<file path="config.mk">
export PLATFORM = sky130hd
export DESIGN_NAME = c_mem_stage
export DESIGN_NICKNAME = d
export VERILOG_FILES = /design/src/rtl/c_mem_stage_pkg.sv /design/src/rtl/c_load_align.sv /design/src/rtl/c_mem_stage.sv
export SDC_FILE = /design/constraint.sdc
export NUM_CORES = 1
export LEC_CHECK = 0
export CAP_MARGIN = 0
export CORE_MARGIN = 1.5
export CORE_UTILIZATION = 42
export DETAILED_ROUTE_END_ITERATION = 8
export PLACE_DENSITY = 0.74
export SETUP_SLACK_MARGIN = 0.15
export SYNTH_ARGS = -nofsm -noshare
export SYNTH_HDL_FRONTEND = slang
export SYNTH_SLANG_ARGS = --single-unit
</file>
<file path="constraint.sdc">
create_clock -name clock -period 1.5 [get_ports clock]
set_input_delay 0.3 -clock clock [delete_from_list [all_inputs] [get_ports clock]]
set_output_delay 0.3 -clock clock [all_outputs]
set_load 0.02 [all_outputs]
</file>
<file path="src/rtl/c_mem_stage_pkg.sv">
// Shared types and lane helpers for the memory stage of the 32-bit RISC-V pipeline.
package c_mem_stage_pkg;

  localparam int unsigned XLEN   = 32;
  localparam int unsigned REG_AW = 5;
  localparam int unsigned BE_W   = XLEN / 8;

  localparam logic [1:0] MEM_SIZE_B = 2'b00;
  localparam logic [1:0] MEM_SIZE_H = 2'b01;
  localparam logic [1:0] MEM_SIZE_W = 2'b10;

  typedef enum logic [0:0] {
    C_IDLE = 1'b0,
    C_BUSY = 1'b1
  } mem_state_e;

  // Request payload held stable on the data-memory port while BUSY
  typedef struct packed {
    logic              we;
    logic [XLEN-1:0]   addr;
    logic [BE_W-1:0]   be;
    logic [XLEN-1:0]   wdata;
  } dmem_req_t;

  typedef struct packed {
    logic [XLEN-1:0]   pc;
    logic [REG_AW-1:0] write_sel;
    logic              is_load;
    logic              is_wb;
    logic [1:0]        size;
    logic              uns;
    logic [1:0]        addr_lo;
  } mem_ctx_t;

  typedef struct packed {
    logic [XLEN-1:0]   pc;
    logic [REG_AW-1:0] write_sel;
    logic              is_wb;
    logic [XLEN-1:0]   result;
  } cw_bundle_t;

  function automatic logic [BE_W-1:0] store_be(input logic [1:0] size, input logic [1:0] a);
    logic [BE_W-1:0] be;
    case (size)
      MEM_SIZE_B: be = BE_W'(1) << a;
      MEM_SIZE_H: be = a[1] ? 4'b1100 : 4'b0011;
      default:    be = '1;
    endcase
    return be;
  endfunction

  function automatic logic [XLEN-1:0] store_wdata(input logic [1:0] size, input logic [XLEN-1:0] d);
    logic [XLEN-1:0] w;
    case (size)
      MEM_SIZE_B: w = {4{d[7:0]}};
      MEM_SIZE_H: w = {2{d[15:0]}};
      default:    w = d;
    endcase
    return w;
  endfunction

  function automatic logic addr_misaligned(input logic [1:0] size, input logic [1:0] a);
    logic m;
    case (size)
      MEM_SIZE_B: m = 1'b0;
      MEM_SIZE_H: m = a[0];
      default:    m = (a != 2'b00);
    endcase
    return m;
  endfunction

endpackage

</file>
<file path="src/rtl/c_load_align.sv">
// Load lane select and sign/zero extension from a 32-bit memory word.
module c_load_align
  import c_mem_stage_pkg::*;
(
  input  logic [XLEN-1:0] rdata,
  input  logic [1:0]      addr_lo,
  input  logic [1:0]      size,
  input  logic            uns,
  output logic [XLEN-1:0] data_c
);

  logic [7:0]  byte_lane;
  logic [15:0] half_lane;

  always_comb begin
    byte_lane = rdata[7:0];
    half_lane = rdata[15:0];
    case (addr_lo)
      2'd1:    byte_lane = rdata[15:8];
      2'd2:    byte_lane = rdata[23:16];
      2'd3:    byte_lane = rdata[31:24];
      default: byte_lane = rdata[7:0];
    endcase
    // Half lane is chosen by addr bit 1 only; bit 0 never splits a halfword
    if (addr_lo[1]) half_lane = rdata[31:16];
    case (size)
      MEM_SIZE_B: data_c = {{24{~uns & byte_lane[7]}}, byte_lane};
      MEM_SIZE_H: data_c = {{16{~uns & half_lane[15]}}, half_lane};
      default:    data_c = rdata;
    endcase
  end

endmodule

</file>
<file path="src/rtl/c_mem_stage.sv">
// Memory stage: ALU ops pass through in one cycle; loads/stores use a req/ack data port.
// Optional misaligned-access trap enabled by `C_MISALIGN_CHECK_EN.
module c_mem_stage
  import c_mem_stage_pkg::*;
#(
  parameter int unsigned TIMEOUT_CYCLES = 16
) (
  input  logic              clock,
  input  logic              reset,
  input  logic [XLEN-1:0]   ac_pc,
  input  logic [REG_AW-1:0] ac_write_sel,
  input  logic              ac_is_load,
  input  logic              ac_is_store,
  input  logic              ac_is_wb,
  input  logic [1:0]        ac_mem_size,
  input  logic              ac_mem_uns,
  input  logic [XLEN-1:0]   ALU_result,
  input  logic [XLEN-1:0]   ac_store_data,
  output logic              mem_stall,
  output logic              dmem_req,
  output logic              dmem_we,
  output logic [XLEN-1:0]   dmem_addr,
  output logic [BE_W-1:0]   dmem_be,
  output logic [XLEN-1:0]   dmem_wdata,
  input  logic              dmem_ack,
  input  logic [XLEN-1:0]   dmem_rdata,
  output logic [XLEN-1:0]   cw_pc,
  output logic [REG_AW-1:0] cw_write_sel,
  output logic              cw_is_wb,
  output logic [XLEN-1:0]   cw_result,
  output logic              cw_err,
  output logic              cw_misalign
);

  localparam int unsigned CNT_W    = (TIMEOUT_CYCLES > 1) ? $clog2(TIMEOUT_CYCLES) : 1;
  localparam int unsigned CNT_LAST = (TIMEOUT_CYCLES > 0) ? TIMEOUT_CYCLES - 1 : 0;

  mem_state_e       state_q, state_d;
  logic [CNT_W-1:0] cnt_q, cnt_d;
  dmem_req_t        req_q, req_d;
  mem_ctx_t         ctx_q, ctx_d;
  cw_bundle_t       cw_q, cw_d;
  logic             err_q, err_d;
  logic             mis_q, mis_d;
  logic             stall;
  logic             mem_op;
  logic             misaligned;
  logic             timeout;
  logic [XLEN-1:0]  load_data_c;

  c_load_align u_load_align (
    .rdata   (dmem_rdata),
    .addr_lo (ctx_q.addr_lo),
    .size    (ctx_q.size),
    .uns     (ctx_q.uns),
    .data_c  (load_data_c)
  );

  assign mem_op = ac_is_load | ac_is_store;

`ifdef C_MISALIGN_CHECK_EN
  assign misaligned = mem_op & addr_misaligned(ac_mem_size, ALU_result[1:0]);
`else
  assign misaligned = 1'b0;
`endif

  // A zero timeout disables the abort entirely
  assign timeout = (TIMEOUT_CYCLES != 0) && (cnt_q == CNT_W'(CNT_LAST));

  always_ff @(posedge clock or negedge reset) begin
    if (!reset) begin
      state_q <= C_IDLE;
      cnt_q   <= '0;
      req_q   <= '0;
      ctx_q   <= '0;
      cw_q    <= '0;
      err_q   <= 1'b0;
      mis_q   <= 1'b0;
    end else begin
      state_q <= state_d;
      cnt_q   <= cnt_d;
      req_q   <= req_d;
      ctx_q   <= ctx_d;
      cw_q    <= cw_d;
      err_q   <= err_d;
      mis_q   <= mis_d;
    end
  end

  always_comb begin
    state_d = state_q;
    cnt_d   = cnt_q;
    req_d   = req_q;
    ctx_d   = ctx_q;
    cw_d    = cw_q;
    err_d   = 1'b0;
    mis_d   = 1'b0;
    stall   = 1'b0;
    case (state_q)
      C_IDLE: begin
        cnt_d = '0;
        if (misaligned) begin
          mis_d       = 1'b1;
          cw_d.is_wb  = 1'b0;
        end else if (mem_op) begin
          stall         = 1'b1;
          state_d       = C_BUSY;
          req_d.we      = ac_is_store;
          req_d.addr    = {ALU_result[XLEN-1:2], 2'b00};
          req_d.be      = store_be(ac_mem_size, ALU_result[1:0]);
          req_d.wdata   = store_wdata(ac_mem_size, ac_store_data);
          ctx_d.pc        = ac_pc;
          ctx_d.write_sel = ac_write_sel;
          ctx_d.is_load   = ac_is_load;
          ctx_d.is_wb     = ac_is_wb;
          ctx_d.size      = ac_mem_size;
          ctx_d.uns       = ac_mem_uns;
          ctx_d.addr_lo   = ALU_result[1:0];
          cw_d.is_wb      = 1'b0;
        end else begin
          cw_d.pc        = ac_pc;
          cw_d.write_sel = ac_write_sel;
          cw_d.is_wb     = ac_is_wb;
          cw_d.result    = ALU_result;
        end
      end
      C_BUSY: begin
        stall = ~dmem_ack;
        cnt_d = cnt_q + CNT_W'(1);
        // Ack takes priority over a timeout landing in the same cycle
        if (dmem_ack) begin
          state_d        = C_IDLE;
          cnt_d          = '0;
          cw_d.pc        = ctx_q.pc;
          cw_d.write_sel = ctx_q.write_sel;
          cw_d.is_wb     = ctx_q.is_wb & ctx_q.is_load;
          cw_d.result    = load_data_c;
        end else if (timeout) begin
          stall      = 1'b0;
          state_d    = C_IDLE;
          cnt_d      = '0;
          err_d      = 1'b1;
          cw_d.is_wb = 1'b0;
        end
      end
      default: state_d = C_IDLE;
    endcase
  end

  // Stall is combinational toward execute; forced low while reset is asserted
  assign mem_stall    = stall & reset;
  assign dmem_req     = (state_q == C_BUSY);
  assign dmem_we      = req_q.we;
  assign dmem_addr    = req_q.addr;
  assign dmem_be      = req_q.be;
  assign dmem_wdata   = req_q.wdata;
  assign cw_pc        = cw_q.pc;
  assign cw_write_sel = cw_q.write_sel;
  assign cw_is_wb     = cw_q.is_wb;
  assign cw_result    = cw_q.result;
  assign cw_err       = err_q;
  assign cw_misalign  = mis_q;

endmodule

</file>
==> results of run 1 <==
[power groups by stage]
stage	registers (mW)	logic (mW)	clock network (mW)
6_report	8.50	12.9	4.55
5_1_grt	8.71	13.5	4.84
4_1_cts	8.24	10.7	4.62
3_5_place_dp	8.33	11.5	0
3_3_place_gp	8.28	11.3	0
2_1_floorplan	10.1	4.45	0
[layout make-up]
type,count,area (um^2)
tap,270,338
inverter,4,15.0
fill,1482,6130
multi-input combinational,506,4460
timing repair buffer,434,4200
sequential,187,4690
clock inverter,15,171
clock buffer,17,425
[metal layers]
metal | wire, um | GRT usage, % | share of wire (%) | up-vias
li1 | - | - | - | 3501
met3 | 2090 | 6.08 | 6.8 | 41
met1 | 12300 | 31.5 | 40 | 3820
met5 | 0 | 0 | 0 | -
met2 | 15600 | 41.2 | 51 | 295
met4 | 695 | 6.44 | 2.3 | 0
[through the flow]
step           hold slack [ns]  power [mW]
3_3_place_gp             0.327        19.6
4_1_cts                  0.466        23.6
5_1_grt                  0.486        27.1
2_1_floorplan          0.00441        14.5
3_5_place_dp             0.325        19.8
6_report                 0.472        25.9
[worst max-delay path: stages (launching register included)]
cell	delay, ns
dfrtp_4	0.51
buf_6	0.13
nor2b_4	0.12
nand2_2	0.08
nand2_2	0.06
and2_4	0.14
buf_12	0.13
[Yosys cell counts (2+ instances only)]
cell type  instances
dfrtp_1          187
a21oi_1           80
mux2i_1           66
nor2_1            62
mux2_2            55
mux2_4            51
nand2_1           50
o21ai_0           37
buf_2             28
o22ai_1           25
clkbuf_1          17
nor2b_1           10
a22oi_1            9
a21o_1             7
a211o_1            6
a311o_1            6
o2111ai_1          6
buf_8              5
buf_4              4
inv_1              4
nand3_1            4
and2_1             3
nand2b_1           3
a211oi_1           2
a21oi_2            2
buf_6              2
or3_1              2
[sequential cells by signal, indices dropped and copies added, names as in the netlist, 4 cells and up]
name,cells
dmem_be,4
dmem_addr,30
cw_write_sel,5
cw_pc,32
dmem_wdata,32
cnt_q,4
ctx_q,44
cw_result,32
[what timing repair did]
action | 4_1_cts | 5_1_grt
setup endpoints to repair | 304 | 186
pin swaps | 14 | 21
cloned | 7 | 21
resized for setup | 623 | 179
setup buffers | 17 | 26
hold buffers | 1 | 0
endpoints found under the hold margin | 37 | 0
[cell families after synthesis]
logic type                 count (synthesis)
adders and majority gates                  1
other                                      1
xor gates and xnor gates                   2
buffers and inverters                     61
and+or+nand+nor                          141
AOI/OAI and AO/OA                        186
DFF                                      187
muxes                                    172
[worst paths after layout]
kind	slack, ns	from	end
worst max-delay path	-0.40	dmem_req	mem_stall
min in group clock	0.47	cnt_q[0]	cnt_q[0]
worst max register to register	-0.36	dmem_req	cw_pc[10]
max in group asynchronous	0.38	reset	ctx_q[0]
worst min register to register	0.47	cnt_q[0]	cnt_q[0]
worst min-delay path	0.47	reset	dmem_addr[22]
==> impl_metrics.json, run 1 <==
{
  "status": "finished, violations left",
  "violations": "negative setup slack",
  "routed_via_density": 5.34,
  "diodes": 0,
  "synth-compound-area-share_pct": 12.6,
  "drv_slew": 0,
  "coreArea_um2": 20400,
  "ys_seq_area_share_pct": 53.0,
  "area_delta_synth_final_pct": 62.0,
  "peakVddDrop_mv": 1.00,
  "cts_tree": "built",
  "worstMarginPinSlew_ns": 0.530,
  "intPower_mw": 15.5,
  "finalCritPeriodShare_pct": 126,
  "grt_usage_pct": 24.4,
  "seq_power_share_pct": 32.8,
  "slew_headroom_pct": 64.6,
  "ys_async_sr_fraction_pct": 100,
  "drv_cap": 0,
  "post-route-cell-area_um2": 14300,
  "synth.area.mux_share_pct": 23.2,
  "ios": 285,
  "die_w_um": 148,
  "ys_ff_latch": 187,
  "dp.cells": 1329,
  "drtIter0Drc": 332,
  "min_path_type": "input port to asynchronous set/reset pin",
  "vias": 7657,
  "start_kind": "flip-flop",
  "layout_commonest_cell": "dfrtp_1",
  "htree_levels": 4,
  "clockRootBuffer": "clkbuf_16",
  "synth_top_cell_by_area": "dfrtp_1",
  "critPathArrivalTime_ns": 1.60,
  "pwr-share-clk_pct": 17.6,
  "swShare_pct": 40.0,
  "p_switching_mw": 10.4,
  "synth_edf_count": 0,
  "fp.dieH_um": 148,
  "drtPass1Iterations": 4,
  "fin_util_pct": 70.0,
  "routabilityCongestion": 0.871,
  "synth_fa_ha_area_share_pct": 0.142,
  "clk_pin_slew_ns": 0.08,
  "power_density_nw_per_um2": 1810,
  "synth_top_family_by_area": "multiplexers",
  "port_buffers": 281,
  "clock_sinks": 187,
  "drc": 0,
  "mostFrequentLayoutCells": "dfrtp_1 (184), clkdlybuf4s50_1 (139), buf_2 (135), mux2i_1 (63)",
  "post-place-ws_ns": -0.562,
  "grt_remaining_overflow": 0,
  "setup_violations": 168,
  "postPlaceCellArea_um2": 12500,
  "yosysTopAreaCellShare_pct": 53.0,
  "ant_nets": 0,
  "worstSetupEndpointType": "output port",
  "layout.cells.non_filler": 1433,
  "insertion_delay_ns": 0.43,
  "combinationalPowerShare_pct": 49.6,
  "synth_cells": 751,
  "numCtsBuffers": 17,
  "hold_violations": 0,
  "wl_per_cell_um": 21.4,
  "yosysUniqueCellTypes": 45,
  "antenna_found_initial": 0,
  "synth_flop_cell": "dfrtp_1",
  "setup_slack_ns": -0.396,
  "grt_pass1_wl_mm": 41.5,
  "synth-xor-area-share_pct": 0.199,
  "p_leak_nw": 6.47,
  "synthTopCellsByArea": "dfrtp_1 (53%), mux2_4 (8.7%), mux2i_1 (7.5%), mux2_2 (7.0%), a21oi_1 (4.5%)",
  "grt_max_degree": 54,
  "dpl.hpwl_mm": 18.8,
  "ys.warnings.count": 0,
  "min_period_ns": 1.90,
  "initial_core_util_pct": 43.2,
  "nets": 1293,
  "grt_pass1_vias": 7415,
  "timing.fmax_mhz": 527,
  "skew_ns": 0.0125,
  "synth_area_um2": 8820,
  "ff2ff_path_depth": 8,
  "wl_mm": 30.7,
  "synth_simple_gate_area_share_pct": 6.82,
  "rows": 52,
  "postSynthAreaPerCell_um2": 11.7,
  "critPathMaxFanout": 4,
  "die_area_um2": 21900,
  "cts_buffer_depth": 2,
  "setup_tns_ns": -33.76,
  "crit_type": "flip-flop to output port",
  "required_ns": 1.20,
  "drive_gt1_share_pct": 46.9,
  "rsz0062_at_grt": "true"
}
Note: power is estimated with default switching activity, not from simulation.
==> inputs of run 2 (changes only) <==
- PLACE_DENSITY: 0.74 -> 0.77
==> run 2 against run 1 <==
Compared with the run above:
- the flow still finishes with violations (negative setup slack)
- largest cell class unchanged
- global-route usage is 0.56 points higher
- highest routed layer unchanged
- clock power hardly changed
- cell area is 5.2% lower
- via count is 1.6% lower
- register-to-register slack better by 0.12 ns
- critical path depth stayed put
- combinational power is 9% lower
- sequential share of layout area is 1.8 points higher
- non-clock buffer count is 37 lower
- sequential power is 2.6% lower
- flip-flop and latch count stayed put
- setup slack better by 0.073 ns
==> impl_metrics.json, run 2 (synthesis gave the netlist of run 1 again) <==
{
  "slew_headroom_pct": 63.7,
  "setup_violations": 175,
  "postPlaceCellArea_um2": 12400,
  "cp.buffers_inverters": 2,
  "layout_commonest_cell": "dfrtp_1",
  "min_path_type": "input port to flip-flop",
  "wl_per_cell_um": 20.5,
  "worstMarginPinSlew_ns": 0.545,
  "vias": 7536,
  "die_w_um": 148,
  "start_kind": "input port",
  "required_ns": 1.20,
  "fp.dieH_um": 148,
  "p_leak_nw": 6.18,
  "slowest_delay_ns": 0.56,
  "worstPathCellList": "clkdlybuf4s50_1 > nor2_4 > or2_4 > nand2_4 > and2_4 > buf_6",
  "drc": 0,
  "crit_family": "buffers and inverters",
  "coreArea_um2": 20400,
  "clk_pin_slew_ns": 0.07,
  "die_area_um2": 21900,
  "worstSetupEndpointType": "output port",
  "port_buffers": 281,
  "rows": 52,
  "post-route-cell-area_um2": 13600,
  "grt_usage_pct": 25.0,
  "area_delta_synth_final_pct": 53.7,
  "r2r-start": "dmem_req",
  "seqCellArea_um2": 4680,
  "insertion_delay_ns": 0.43,
  "power_density_nw_per_um2": 1810,
  "setup_tns_ns": -25.51,
  "dpl.hpwl_mm": 18.1,
  "antenna_found_initial": 0,
  "rsz0062_at_grt": "true",
  "diodes": 0,
  "grt_pass1_vias": 7614,
  "numCtsBuffers": 17,
  "grt_remaining_overflow": 0,
  "slowest_stage": "clkdlybuf4s50_1",
  "skew_ns": 0.0136,
  "ff2ff_path_depth": 5,
  "drtPass1Iterations": 4,
  "ios": 285,
  "mostFrequentLayoutCells": "dfrtp_1 (185), clkdlybuf4s50_1 (139), buf_2 (135), mux2i_1 (62), buf_4 (61)",
  "routabilityCongestion": 0.898,
  "nets": 1256,
  "htree_levels": 4,
  "grt_pass1_wl_mm": 42.5,
  "wl_mm": 28.6,
  "timing.fmax_mhz": 549,
  "hold_violations": 0,
  "regMostFlops": "ctx_q",
  "drv_cap": 0,
  "status": "finished, violations left",
  "min_from": "ac_is_store",
  "critPathMaxFanout": 3,
  "drive_gt1_share_pct": 41.5,
  "peakVddDrop_mv": 0.872,
  "multiInputGateArea_um2": 4200,
  "fillers": 1580,
  "clockRootBuffer": "clkbuf_16",
  "crit_type": "input port to output port",
  "cts_tree": "built",
  "r2r_end": "ctx_q[2]",
  "drv_slew": 0,
  "critPathArrivalTime_ns": 1.52,
  "grt_max_degree": 60,
  "clock_sinks": 187,
  "ant_nets": 0,
  "routed_via_density": 5.40,
  "layout.cells.non_filler": 1396,
  "largest_reg_flops": 44,
  "drtIter0Drc": 326,
  "holdPathStages": 2,
  "r2r_slack_ns": -0.24,
  "finalCritPeriodShare_pct": 122,
  "violations": "negative setup slack",
  "dp.cells": 1314,
  "cts_buffer_depth": 2,
  "min_period_ns": 1.82,
  "setup_slack_ns": -0.323,
  "hold_end": "dmem_we",
  "initial_core_util_pct": 43.2
}
-- run 2: cell type report --
cell class | instances | share of cell area [%]
multi-input cells | 506 | 31.0
clock buffers | 18 | 3.24
repair buffers | 397 | 27.5
well taps | 270 | 2.49
inverters | 4 | 0.111
flip-flops and latches | 187 | 34.5
clock inverters | 14 | 1.13
-- run 2: per-layer routing --
metal / vias to the layer above / GRT usage (%) / routed length [um]
li1: 3421 / - / -
met1: 3739 / 32.5 / 11600
met5: - / 0 / 0
met4: 0 / 7.92 / 821
met3: 48 / 6.48 / 2110
met2: 328 / 40.9 / 14100
-- run 2: worst max-delay path by stage --
stage                           start              to  slack (ns)  cells after the start
final                      ac_is_load       mem_stall       -0.32                      6
after global routing         cnt_q[1]       mem_stall       -0.37                      6
after CTS                    dmem_req       mem_stall       -0.35                      4
after detailed placement  ac_is_store  dmem_wdata[13]       -0.47                      6
after global placement    ac_is_store   dmem_wdata[0]       -0.43                      5
after floorplan              dmem_req       mem_stall       -0.08                      6
-- run 2: metrics by stage --
stage               setup WS [ns]  power, mW  hold slack [ns]  util, %
floorplan                 -0.0830       14.5          0.00441        -
global placement           -0.426       19.5            0.331     60.7
detailed placement         -0.472       19.7            0.331     60.7
CTS                        -0.345       23.8            0.388     63.9
global route               -0.368       25.8            0.418     66.4
finish                     -0.323       24.5            0.408     66.4
-- run 2: where the power goes --
part / switching (mW) / internal [mW]
combinational: 6.16 / 5.58
clock: 2.24 / 2.28
sequential: 1.24 / 7.03
-- run 2: worst register-to-register path, cell delays in order (launching register included) --
cell       delay (ns)
dfrtp_4          0.51
or2_4            0.26
buf_4            0.17
buf_12           0.15
bufbuf_16        0.29
mux2_2           0.27
-- run 2: repair_timing --
item                       in CTS  in global routing
setup endpoints to repair     300                187
buffers inserted               18                 11
pin swaps                      12                 17
hold endpoints to repair       51                  0
hold buffers                    1                  0
resized for setup             631                 59
cloned                         13                  7
==> inputs of run 3 (changes only) <==
- CTS_CLUSTER_DIAMETER: unset -> 150
==> results of run 3 <==
Same layout as run 2: the final DEF is identical, and so are final timing and power.
